## config.mk

```make
export PLATFORM = sky130hd
export DESIGN_NAME = updown_counter_param
export DESIGN_NICKNAME = d
export VERILOG_FILES = /design/src/rtl/updown_counter_param.sv
export SDC_FILE = /design/constraint.sdc
export NUM_CORES = 1
export LEC_CHECK = 0
export BUFFER_PORTS_ARGS = -buffer_cell sky130_fd_sc_hd__buf_4
export CAP_MARGIN = 30
export CORE_ASPECT_RATIO = 0.8
export CORE_MARGIN = 3
export CORE_UTILIZATION = 55
export CTS_BUF_LIST = sky130_fd_sc_hd__clkbuf_8 sky130_fd_sc_hd__clkbuf_16
export DETAILED_ROUTE_END_ITERATION = 16
export PLACE_DENSITY = 0.83
export SLEW_MARGIN = 0
export SYNTH_ARGS = -nofsm -noshare
export SYNTH_HDL_FRONTEND = slang
export SYNTH_SLANG_ARGS = --single-unit
```

## constraint.sdc

```tcl
create_clock -name clk -period 5 [get_ports clk]
set_clock_uncertainty 0.1 [all_clocks]
set_input_delay 0.5 -clock clk [delete_from_list [all_inputs] [get_ports clk]]
set_output_delay 0.5 -clock clk [all_outputs]
set_load 0.02 [all_outputs]
```

## src/rtl/updown_counter_param.sv

```systemverilog
// Parametrised synchronous up/down counter with programmable modulus, wrap or
// saturate behaviour, parallel load, cascade terminal count and sticky flags.
module updown_counter_param #(
  parameter int unsigned     WIDTH     = 8,
  parameter logic [WIDTH-1:0] MAX_VAL   = {WIDTH{1'b1}},
  parameter bit              SAT_MODE  = 1'b0,
  parameter logic [WIDTH-1:0] RESET_VAL = {WIDTH{1'b0}}
) (
  input  logic             clk,
  input  logic             rst,
  input  logic             en,
  input  logic             ud,
  input  logic             load,
  input  logic [WIDTH-1:0] load_val,
  input  logic             clr_flags,
  output logic [WIDTH-1:0] count,
  output logic             tc,
  output logic             ovf,
  output logic             unf
);

  localparam logic [WIDTH-1:0] ZERO = {WIDTH{1'b0}};
  localparam logic [WIDTH-1:0] ONE  = {{(WIDTH-1){1'b0}}, 1'b1};

  logic [WIDTH-1:0] cnt_q, cnt_d;
  logic             ovf_q, ovf_d;
  logic             unf_q, unf_d;
  logic             at_max_s, at_zero_s;
  logic [WIDTH-1:0] load_clamped_s;

  assign at_max_s       = (cnt_q == MAX_VAL);
  assign at_zero_s      = (cnt_q == ZERO);
  assign load_clamped_s = (load_val > MAX_VAL) ? MAX_VAL : load_val;

  // Next-state: load beats enable; a boundary crossing sets its flag, and a
  // set in the same cycle as clr_flags wins because it is applied last.
  always_comb begin
    cnt_d = cnt_q;
    ovf_d = ovf_q & ~clr_flags;
    unf_d = unf_q & ~clr_flags;
    if (load) begin
      cnt_d = load_clamped_s;
    end else if (en) begin
      if (ud) begin
        if (at_max_s) begin
          ovf_d = 1'b1;
          cnt_d = SAT_MODE ? cnt_q : ZERO;
        end else begin
          cnt_d = cnt_q + ONE;
        end
      end else begin
        if (at_zero_s) begin
          unf_d = 1'b1;
          cnt_d = SAT_MODE ? cnt_q : MAX_VAL;
        end else begin
          cnt_d = cnt_q - ONE;
        end
      end
    end else begin
      cnt_d = cnt_q;
    end
  end

  // State registers with synchronous reset.
  always_ff @(posedge clk) begin
    if (rst) begin
      cnt_q <= RESET_VAL;
      ovf_q <= 1'b0;
      unf_q <= 1'b0;
    end else begin
      cnt_q <= cnt_d;
      ovf_q <= ovf_d;
      unf_q <= unf_d;
    end
  end

  // Cascade carry stays combinational so chained stages step on the same edge.
  assign tc    = en & ~load & ~rst & ((ud & at_max_s) | (~ud & at_zero_s));
  assign count = cnt_q;
  assign ovf   = ovf_q;
  assign unf   = unf_q;

endmodule

```

==> qor_table.md, run 1 <==
| Item | Reported | Unit |
| --- | --- | --- |
| Status | complete, no violations | - |
| Fraction of the yosys area taken by sequential cells | 0.219 | - |
| Reg-to-reg critical path startpoint | count[0] | - |
| Ratio of cells with drive above 1 in the final layout | 0.254 | - |
| Type of destination of the critical path | primary output | - |
| Diodes inserted | 0 | - |
| Number of antenna violations at the first check in global routing | 0 | - |
| Worst-Skew Late Latency | 240 | ps |
| Nets in the synthesized netlist | 136 | - |
| Max incr delay on CP | 430 | ps |
| Final core area utilization | 0.758 | - |
| Worst path arrival time | 1960 | ps |
| TritonRoute pass-1 iters | 4 | - |
| Area growth, synth to finish | 21.7 | % |
| Critical hold path startpoint | unf | - |
| Deepest level of the CTS H-tree | 1 | - |
| CTS Hold Buffers Added | 0 | - |
| Final weighted congestion in routability-driven placement | 0.925 | - |
| Number of buffers added by the clock tree synthesis step | 3 | - |
| Post-route fraction of the period consumed by the critical path | 0.513 | - |
| DIE WIDTH | 51.6 | um |
| Deepest clock path buffer count | 2 | - |
| Clock sinks | 10 | - |
| Post-synthesis cell type with the largest combined area | sky130_fd_sc_hd__dfxtp_1 | - |
| Vias post-DR | 949 | - |
| Share of total power in sequential cells | 0.336 | - |
| Global routing's busiest layer | met2 | - |
| Final worst path period need | 2560 | ps |
| CTS tree | yes | - |
| Count of endpoints failing hold in the final timing report | 0 | - |
| Final count of pins violating max slew | 0 | - |
| Power share of the clock group | 0.353 | - |
| Switching power total | 0.0970 | mW |
| Fraction of synthesis flops using an asynchronous set or reset pin | 0 | - |
| Die Y-Extent | 42.5 | um |
| Actual transition at the worst max-transition pin | 428 | ps |
| Number of enable-type register cells in the synthesized netlist | 0 | - |
| Worst Setup Path Type | flip-flop to primary output | - |
| Total standard cell area after synthesis | 916 | um2 |
| Logic pwr share | 0.311 | - |
| Power per unit of standard cell area | 263 | nW/um2 |
| Required time of the critical path | 4400 | ps |
| Sw Ratio | 0.330 | - |
| Count of boundary I/O pins | 25 | - |
| Kind of launch point of the worst setup path | flip-flop | - |
| Max Clock Freq | 390 | MHz |
| Syn Area/Cell | 7.70 | um2 |
| Fill cell total of the finished layout | 126 | - |
| Worst-path cell chain | nor4_4, and3_1, nand2b_1, a21boi_0, buf_4 | - |
| Met1 Resource Use GR | 0.306 | - |
| Initial standard-cell utilization of the core | 0.622 | - |
| CP max-delay cell | sky130_fd_sc_hd__dfxtp_1 | - |
| Unrepaired setup endpoints after global routing | no | - |
| GR met2 Demand/Resource | 0.424 | - |
| Max FO, Critical Path | 11 | - |
| Largest net degree at the start of global routing | 17 | - |
| DP HPWL | 1830 | um |
| Global-route congestion overflow total | 0 | - |
| Final nets | 156 | - |
| Average via count per standard cell | 5.97 | - |
| #FFs+latches synth | 10 | - |
| Main area contributors after synthesis | sky130_fd_sc_hd__dfxtp_1, sky130_fd_sc_hd__a21oi_1, sky130_fd_sc_hd__xnor2_1 | - |
| Warning count from the yosys run | 0 | - |
| Top library cells by usage in the layout, fill and taps aside | sky130_fd_sc_hd__buf_4, sky130_fd_sc_hd__a21oi_1, sky130_fd_sc_hd__nand2_1, sky130_fd_sc_hd__dfxtp_1, sky130_fd_sc_hd__nor2_1 | - |
| Global-route wire length before repair | 4170 | um |
| Internal power of the cells | 0.197 | mW |
| CTS clock-pin slew for the worst setup and hold paths | 50 | ps |
| Detail Route Antenna Nets | 0 | - |
| Overall die area | 2190 | um2 |
| Worst-case headroom to the max-slew limit | 0.714 | - |
| Cell Rows | 12 | - |
| Class of the tightest hold or removal check | flip-flop to flip-flop | - |
| Number of post-CTS setup repair buffers | 0 | - |
| Total wirelength of the detailed-routed design | 2450 | um |
| Number of gates given a new drive strength after cts | 0 | - |
| Routing usage on met3 | 0.0676 | - |
| Area share of the largest cell type after synthesis | 0.219 | - |
| # port buffers | 24 | - |
| Setup total negative slack | 0 | ps |
| Core area | 1470 | um2 |
| Post-detailed-route DRC marker count | 0 | - |
| Most frequent standard cell in the layout excluding fill and tap cells | sky130_fd_sc_hd__buf_4 | - |
| Via count of the first global-routing pass | 906 | - |
| Leakage component of the power | 0.460 | nW |
| Number of distinct library cells after synthesis | 41 | - |
| Number of endpoints failing setup at the final stage | 0 | - |
| Final routed wire length divided by cell count | 15.4 | um |
| Count of mapped cells out of synthesis | 119 | - |
| Post-synth top flop | sky130_fd_sc_hd__dfxtp_1 | - |
| Root buffer cell | sky130_fd_sc_hd__clkbuf_8 | - |
| Total track usage | 0.251 | - |
| Launching element of the worst setup path | count[2] | - |
| Max cap viols | 0 | - |
| Number of DRC markers after the initial detailed-route iteration | 33 | - |
| IR Drop Worst-Case VDD | 0.000259 | V |
[logic make-up (layout without fill, tap and decap cells)]
logic type | after synthesis | count (layout) | share of synthesized area
xor gates and xnor gates | 9 | 9 | 0.0861
AOI/OAI and AO/OA | 35 | 35 | 0.286
muxes | 1 | 1 | 0.0109
adders and majority gates | 3 | 3 | 0.0410
DFF | 10 | 10 | 0.219
and+or+nand+nor | 44 | 44 | 0.257
buffers and inverters | 17 | 36 | 0.101
[layer usage]
layer | share of wire | vias to the layer above
li1 | - | 458
met2 | 0.50 | 40
met4 | 0.018 | 0
met3 | 0.075 | 8
met5 | 0 | -
met1 | 0.41 | 443
[sequential cells by signal, indices dropped and copies added (netlist names)]
register	cells
count	8
unf	1
ovf	1
[final cells by class]
| class | instances | area (um2) | area share |
|---|---|---|---|
| multi-input cells | 92 | 623 | 0.559 |
| repair buffers | 24 | 180 | 0.162 |
| inverters | 8 | 30.0 | 0.0269 |
| well taps | 21 | 26.3 | 0.0236 |
| flip-flops and latches | 10 | 200 | 0.180 |
| clock buffers | 4 | 55.1 | 0.0494 |
[synthesized netlist by cell type (2+ instances only)]
| master | number |
|---|---|
| sky130_fd_sc_hd__a21oi_1 | 13 |
| sky130_fd_sc_hd__a221oi_2 | 2 |
| sky130_fd_sc_hd__and3_1 | 5 |
| sky130_fd_sc_hd__buf_2 | 2 |
| sky130_fd_sc_hd__buf_4 | 2 |
| sky130_fd_sc_hd__buf_6 | 2 |
| sky130_fd_sc_hd__clkbuf_1 | 2 |
| sky130_fd_sc_hd__dfxtp_1 | 10 |
| sky130_fd_sc_hd__ha_1 | 3 |
| sky130_fd_sc_hd__inv_1 | 8 |
| sky130_fd_sc_hd__nand2_1 | 10 |
| sky130_fd_sc_hd__nand2b_1 | 2 |
| sky130_fd_sc_hd__nand3_1 | 4 |
| sky130_fd_sc_hd__nor2_1 | 9 |
| sky130_fd_sc_hd__nor3_1 | 4 |
| sky130_fd_sc_hd__o21ai_0 | 6 |
| sky130_fd_sc_hd__o22a_1 | 2 |
| sky130_fd_sc_hd__o31ai_1 | 2 |
| sky130_fd_sc_hd__or3_1 | 2 |
| sky130_fd_sc_hd__xnor2_1 | 6 |
| sky130_fd_sc_hd__xor2_1 | 3 |
[final timing paths]
check                                end  slack, ps  cells past startpoint
worst min register to register       unf        350                      2
worst min-delay path                 unf        350                      2
worst max register to register  count[2]       3050                      6
worst max-delay path                  tc       2440                      5
[metrics by stage]
stage	instance area (um2)	power (mW)	instances	hold slack, ps	setup slack [ps]
2_1_floorplan	916	0.166	119	428	2660
3_3_place_gp	1060	0.186	155	345	2750
3_5_place_dp	1060	0.190	155	346	2710
4_1_cts	1110	0.295	159	353	2440
5_1_grt	1110	0.310	159	393	2270
6_report	1110	0.294	159	350	2440
[power by group through the flow]
stage          Sequential, mW  Combinational, mW  Clock, mW
2_1_floorplan          0.0983             0.0680          0
3_3_place_gp           0.0989             0.0870          0
3_5_place_dp           0.0996             0.0905          0
4_1_cts                0.0981             0.0914      0.105
5_1_grt                0.0998             0.0998      0.110
6_report               0.0986             0.0913      0.104
[critical path, delay by kind of cell (launching register included)]
family | cells | cell delay, ps
compound gates | 1 | 170
buf+inv | 1 | 160
flops | 1 | 430
simple gates | 3 | 950
Note: power is estimated with default switching activity, not from simulation.
==> inputs of run 2 (changes only) <==
--- a/config.mk
+++ b/config.mk
@@ -5,14 +5,15 @@
 export SDC_FILE = /design/constraint.sdc
 export NUM_CORES = 1
 export LEC_CHECK = 0
+export ABC_AREA = 1
 export BUFFER_PORTS_ARGS = -buffer_cell sky130_fd_sc_hd__buf_4
 export CAP_MARGIN = 30
 export CORE_ASPECT_RATIO = 0.8
 export CORE_MARGIN = 3
-export CORE_UTILIZATION = 55
+export CORE_UTILIZATION = 46
 export CTS_BUF_LIST = sky130_fd_sc_hd__clkbuf_8 sky130_fd_sc_hd__clkbuf_16
 export DETAILED_ROUTE_END_ITERATION = 16
-export PLACE_DENSITY = 0.83
+export PLACE_DENSITY = 0.74
 export SLEW_MARGIN = 0
 export SYNTH_ARGS = -nofsm -noshare
 export SYNTH_HDL_FRONTEND = slang
==> constraint.sdc (replaced) <==
create_clock -name clk -period 2.2 [get_ports clk]
set_clock_uncertainty 0.1 [all_clocks]
set_input_delay 0.22 -clock clk [delete_from_list [all_inputs] [get_ports clk]]
set_output_delay 0.22 -clock clk [all_outputs]
set_load 0.02 [all_outputs]
==> qor_table.md, run 2 <==
| Item | Reported | Unit |
| --- | --- | --- |
| Cells on Worst Hold Path | 2 | - |
| Worst Hold Path EP | count[7] | - |
| Post-detailed-route DRC marker count | 0 | - |
| Total standard cell area after synthesis | 920 | um2 |
| Power share of the clock group | 0.301 | - |
| Nets in the synthesized netlist | 167 | - |
| Final routed wire length divided by cell count | 13.5 | um |
| Area share of the largest cell type after synthesis | 0.218 | - |
| Fraction of the yosys area taken by sequential cells | 0.218 | - |
| Count of mapped cells out of synthesis | 150 | - |
| IR Drop Worst-Case VDD | 0.000353 | V |
| Worst path buffer plus inverter count | 2 | - |
| Flip-flop count of the largest register, all copies and words added | 8 | - |
| Detail Route Antenna Nets | 0 | - |
| Destination of the worst register-to-register timing path | count[4] | - |
| DP HPWL | 2080 | um |
| Kind of launch point of the worst setup path | flip-flop | - |
| Number of enable-type register cells in the synthesized netlist | 0 | - |
| Clock sinks | 10 | - |
| Final worst path period need | 2020 | ps |
| Post-Place Cells | 193 | - |
| Status | complete, no violations | - |
| Core area | 1760 | um2 |
| Via count of the first global-routing pass | 993 | - |
| Warning count from the yosys run | 0 | - |
| Number of antenna violations at the first check in global routing | 0 | - |
| Main area contributors after synthesis | sky130_fd_sc_hd__dfxtp_1, sky130_fd_sc_hd__nand2_1, sky130_fd_sc_hd__nand3_1 | - |
| Max incr delay on CP | 410 | ps |
| Most numerous cell in the Yosys netlist | sky130_fd_sc_hd__nand2_1 | - |
| Global-route wire length before repair | 4530 | um |
| Max Clock Freq | 494 | MHz |
| Diodes inserted | 0 | - |
| Number of DRC markers after the initial detailed-route iteration | 31 | - |
| Number of gates given a new drive strength after cts | 0 | - |
| Top library cells by usage in the layout, fill and taps aside | sky130_fd_sc_hd__nand2_1, sky130_fd_sc_hd__buf_4, sky130_fd_sc_hd__inv_1 | - |
| Post-synthesis cell type with the largest combined area | sky130_fd_sc_hd__dfxtp_1 | - |
| Number of cells on the worst reg-to-reg path | 9 | - |
| Class of the tightest hold or removal check | input port to flip-flop | - |
| Fraction of synthesis flops using an asynchronous set or reset pin | 0 | - |
| Post-Layout Cell Count | 196 | - |
| # port buffers | 24 | - |
| Post-synth top flop | sky130_fd_sc_hd__dfxtp_1 | - |
| Deepest clock path buffer count | 2 | - |
| Number of distinct library cells after synthesis | 30 | - |
| Root buffer cell | sky130_fd_sc_hd__clkbuf_8 | - |
| Most frequent standard cell in the layout excluding fill and tap cells | sky130_fd_sc_hd__nand2_1 | - |
| Overall die area | 2570 | um2 |
| Worst R2R Setup Slack | 540 | ps |
| Max cap viols | 0 | - |
| Number of endpoints failing setup at the final stage | 0 | - |
| Setup slack after layout | 177 | ps |
| Post-Place Cell Area | 1110 | um2 |
| Worst-path cell chain | ha_1, nand2_1, nor2_1, nand2_1, nand2_1, inv_2, nor3_1, buf_4 | - |
| Cell Rows | 13 | - |
| Total wirelength of the detailed-routed design | 2640 | um |
| Deepest level of the CTS H-tree | 1 | - |
| Logic pwr share | 0.361 | - |
| Worst path arrival time | 1700 | ps |
| Total track usage | 0.228 | - |
| Share of total power in sequential cells | 0.337 | - |
| CTS clock-pin slew for the worst setup and hold paths | 50 | ps |
| Post-layout instance area | 1150 | um2 |
| Area growth, synth to finish | 25.6 | % |
| Max FO, Critical Path | 6 | - |
| Type of destination of the critical path | primary output | - |
| TritonRoute pass-1 iters | 4 | - |
| Fill cell total of the finished layout | 167 | - |
| Average via count per standard cell | 5.43 | - |
| Post-place setup slack | 450 | ps |
| Count of endpoints failing hold in the final timing report | 0 | - |
| Final count of pins violating max slew | 0 | - |
| Number of post-CTS setup repair buffers | 0 | - |
| Final weighted congestion in routability-driven placement | 0.919 | - |
| Sw Ratio | 0.364 | - |
| Setup total negative slack | 0 | ps |
| Final nets | 193 | - |
| Count of boundary I/O pins | 25 | - |
| Number of buffers added by the clock tree synthesis step | 3 | - |
| Power per unit of standard cell area | 553 | nW/um2 |
| Actual transition at the worst max-transition pin | 608 | ps |
| Minimum hold slack | 129 | ps |
| Worst-case headroom to the max-slew limit | 0.593 | - |
| Most frequent cells after synthesis | sky130_fd_sc_hd__nand2_1, sky130_fd_sc_hd__inv_1, sky130_fd_sc_hd__nand3_1 | - |
| Critical hold path startpoint | rst | - |
| Cell seen most often among critical-path stages | sky130_fd_sc_hd__nand2_1 | - |
| Internal power of the cells | 0.407 | mW |
| Syn Area/Cell | 6.13 | um2 |
| Vias post-DR | 1,064 | - |
| CP max-delay cell | sky130_fd_sc_hd__dfxtp_1 | - |
| Largest net degree at the start of global routing | 14 | - |
| DIE WIDTH | 56.0 | um |
| Gate family responsible for the most delay along the worst path | simple AND/OR/NAND/NOR gates | - |
| Global-route congestion overflow total | 0 | - |
| Switching power total | 0.232 | mW |
| Ratio of cells with drive above 1 in the final layout | 0.276 | - |
| Reg-to-reg critical path startpoint | count[0] | - |
| Required time of the critical path | 1880 | ps |
| #FFs+latches synth | 10 | - |
| Post-route fraction of the period consumed by the critical path | 0.919 | - |
| Die Y-Extent | 46.0 | um |
| Leakage component of the power | 0.573 | nW |
| CTS Hold Buffers Added | 0 | - |
| Worst Setup Path Type | flip-flop to primary output | - |
| Worst-Skew Late Latency | 240 | ps |
| Unrepaired setup endpoints after global routing | no | - |
| Initial standard-cell utilization of the core | 0.524 | - |
| CTS tree | yes | - |
==> run 2: power groups by stage <==
stage,Sequential [mW],Clock [mW],Combinational [mW]
2_1_floorplan,0.227,0,0.148
3_3_place_gp,0.218,0,0.230
3_5_place_dp,0.218,0,0.229
4_1_cts,0.215,0.194,0.230
5_1_grt,0.218,0.203,0.259
6_report,0.216,0.193,0.231
==> run 2: cells by family (layout without fill, tap and decap cells) <==
family / Yosys count / after routing / share of synthesized area
adders and majority gates: 3 / 3 / 0.0408
xor gates and xnor gates: 4 / 4 / 0.0381
AOI/OAI and AO/OA: 24 / 24 / 0.162
buffers and inverters: 26 / 50 / 0.118
DFF: 10 / 10 / 0.218
and+or+nand+nor: 83 / 83 / 0.423
==> run 2: worst reg2reg max path: stages, from the launching register on <==
cell,delay (ps)
sky130_fd_sc_hd__dfxtp_1,340
sky130_fd_sc_hd__inv_1,170
sky130_fd_sc_hd__ha_1,240
sky130_fd_sc_hd__nand2_1,80
sky130_fd_sc_hd__nand2_1,60
sky130_fd_sc_hd__nand3_1,90
sky130_fd_sc_hd__o21ai_0,150
sky130_fd_sc_hd__nand3_1,90
sky130_fd_sc_hd__o21ai_1,170
sky130_fd_sc_hd__inv_1,50
==> run 2: per-layer routing <==
layer	track usage	up-vias	routed length, um
met5	0	-	0
met4	0.0711	0	35
met3	0.0737	4	206
met2	0.364	43	1190
met1	0.296	478	1210
li1	-	539	-
==> run 2: area by class of cell <==
type	instances	area, um2	area share
Timing Repair Buffer	26	195	0.169
Tap cell	22	27.5	0.0238
Inverter	21	80.1	0.0693
Clock buffer	3	41.3	0.0358
Multi-Input combinational cell	114	611	0.529
Sequential cell	10	200	0.173
==> run 2: worst max-delay path by stage <==
stage,from,end,slack (ps),cells after the start
floorplan,count[1],tc,280,7
global placement,count[0],tc,500,8
detailed placement,count[1],tc,450,8
CTS,count[1],tc,190,8
global route,count[1],tc,40,8
finish,count[1],tc,180,8
==> run 2: metrics by stage <==
step	total power, mW	util
final	0.639	0.657
after global routing	0.680	0.657
after CTS	0.639	0.657
after detailed placement	0.447	0.634
after global placement	0.448	0.634
after floorplan	0.375	-
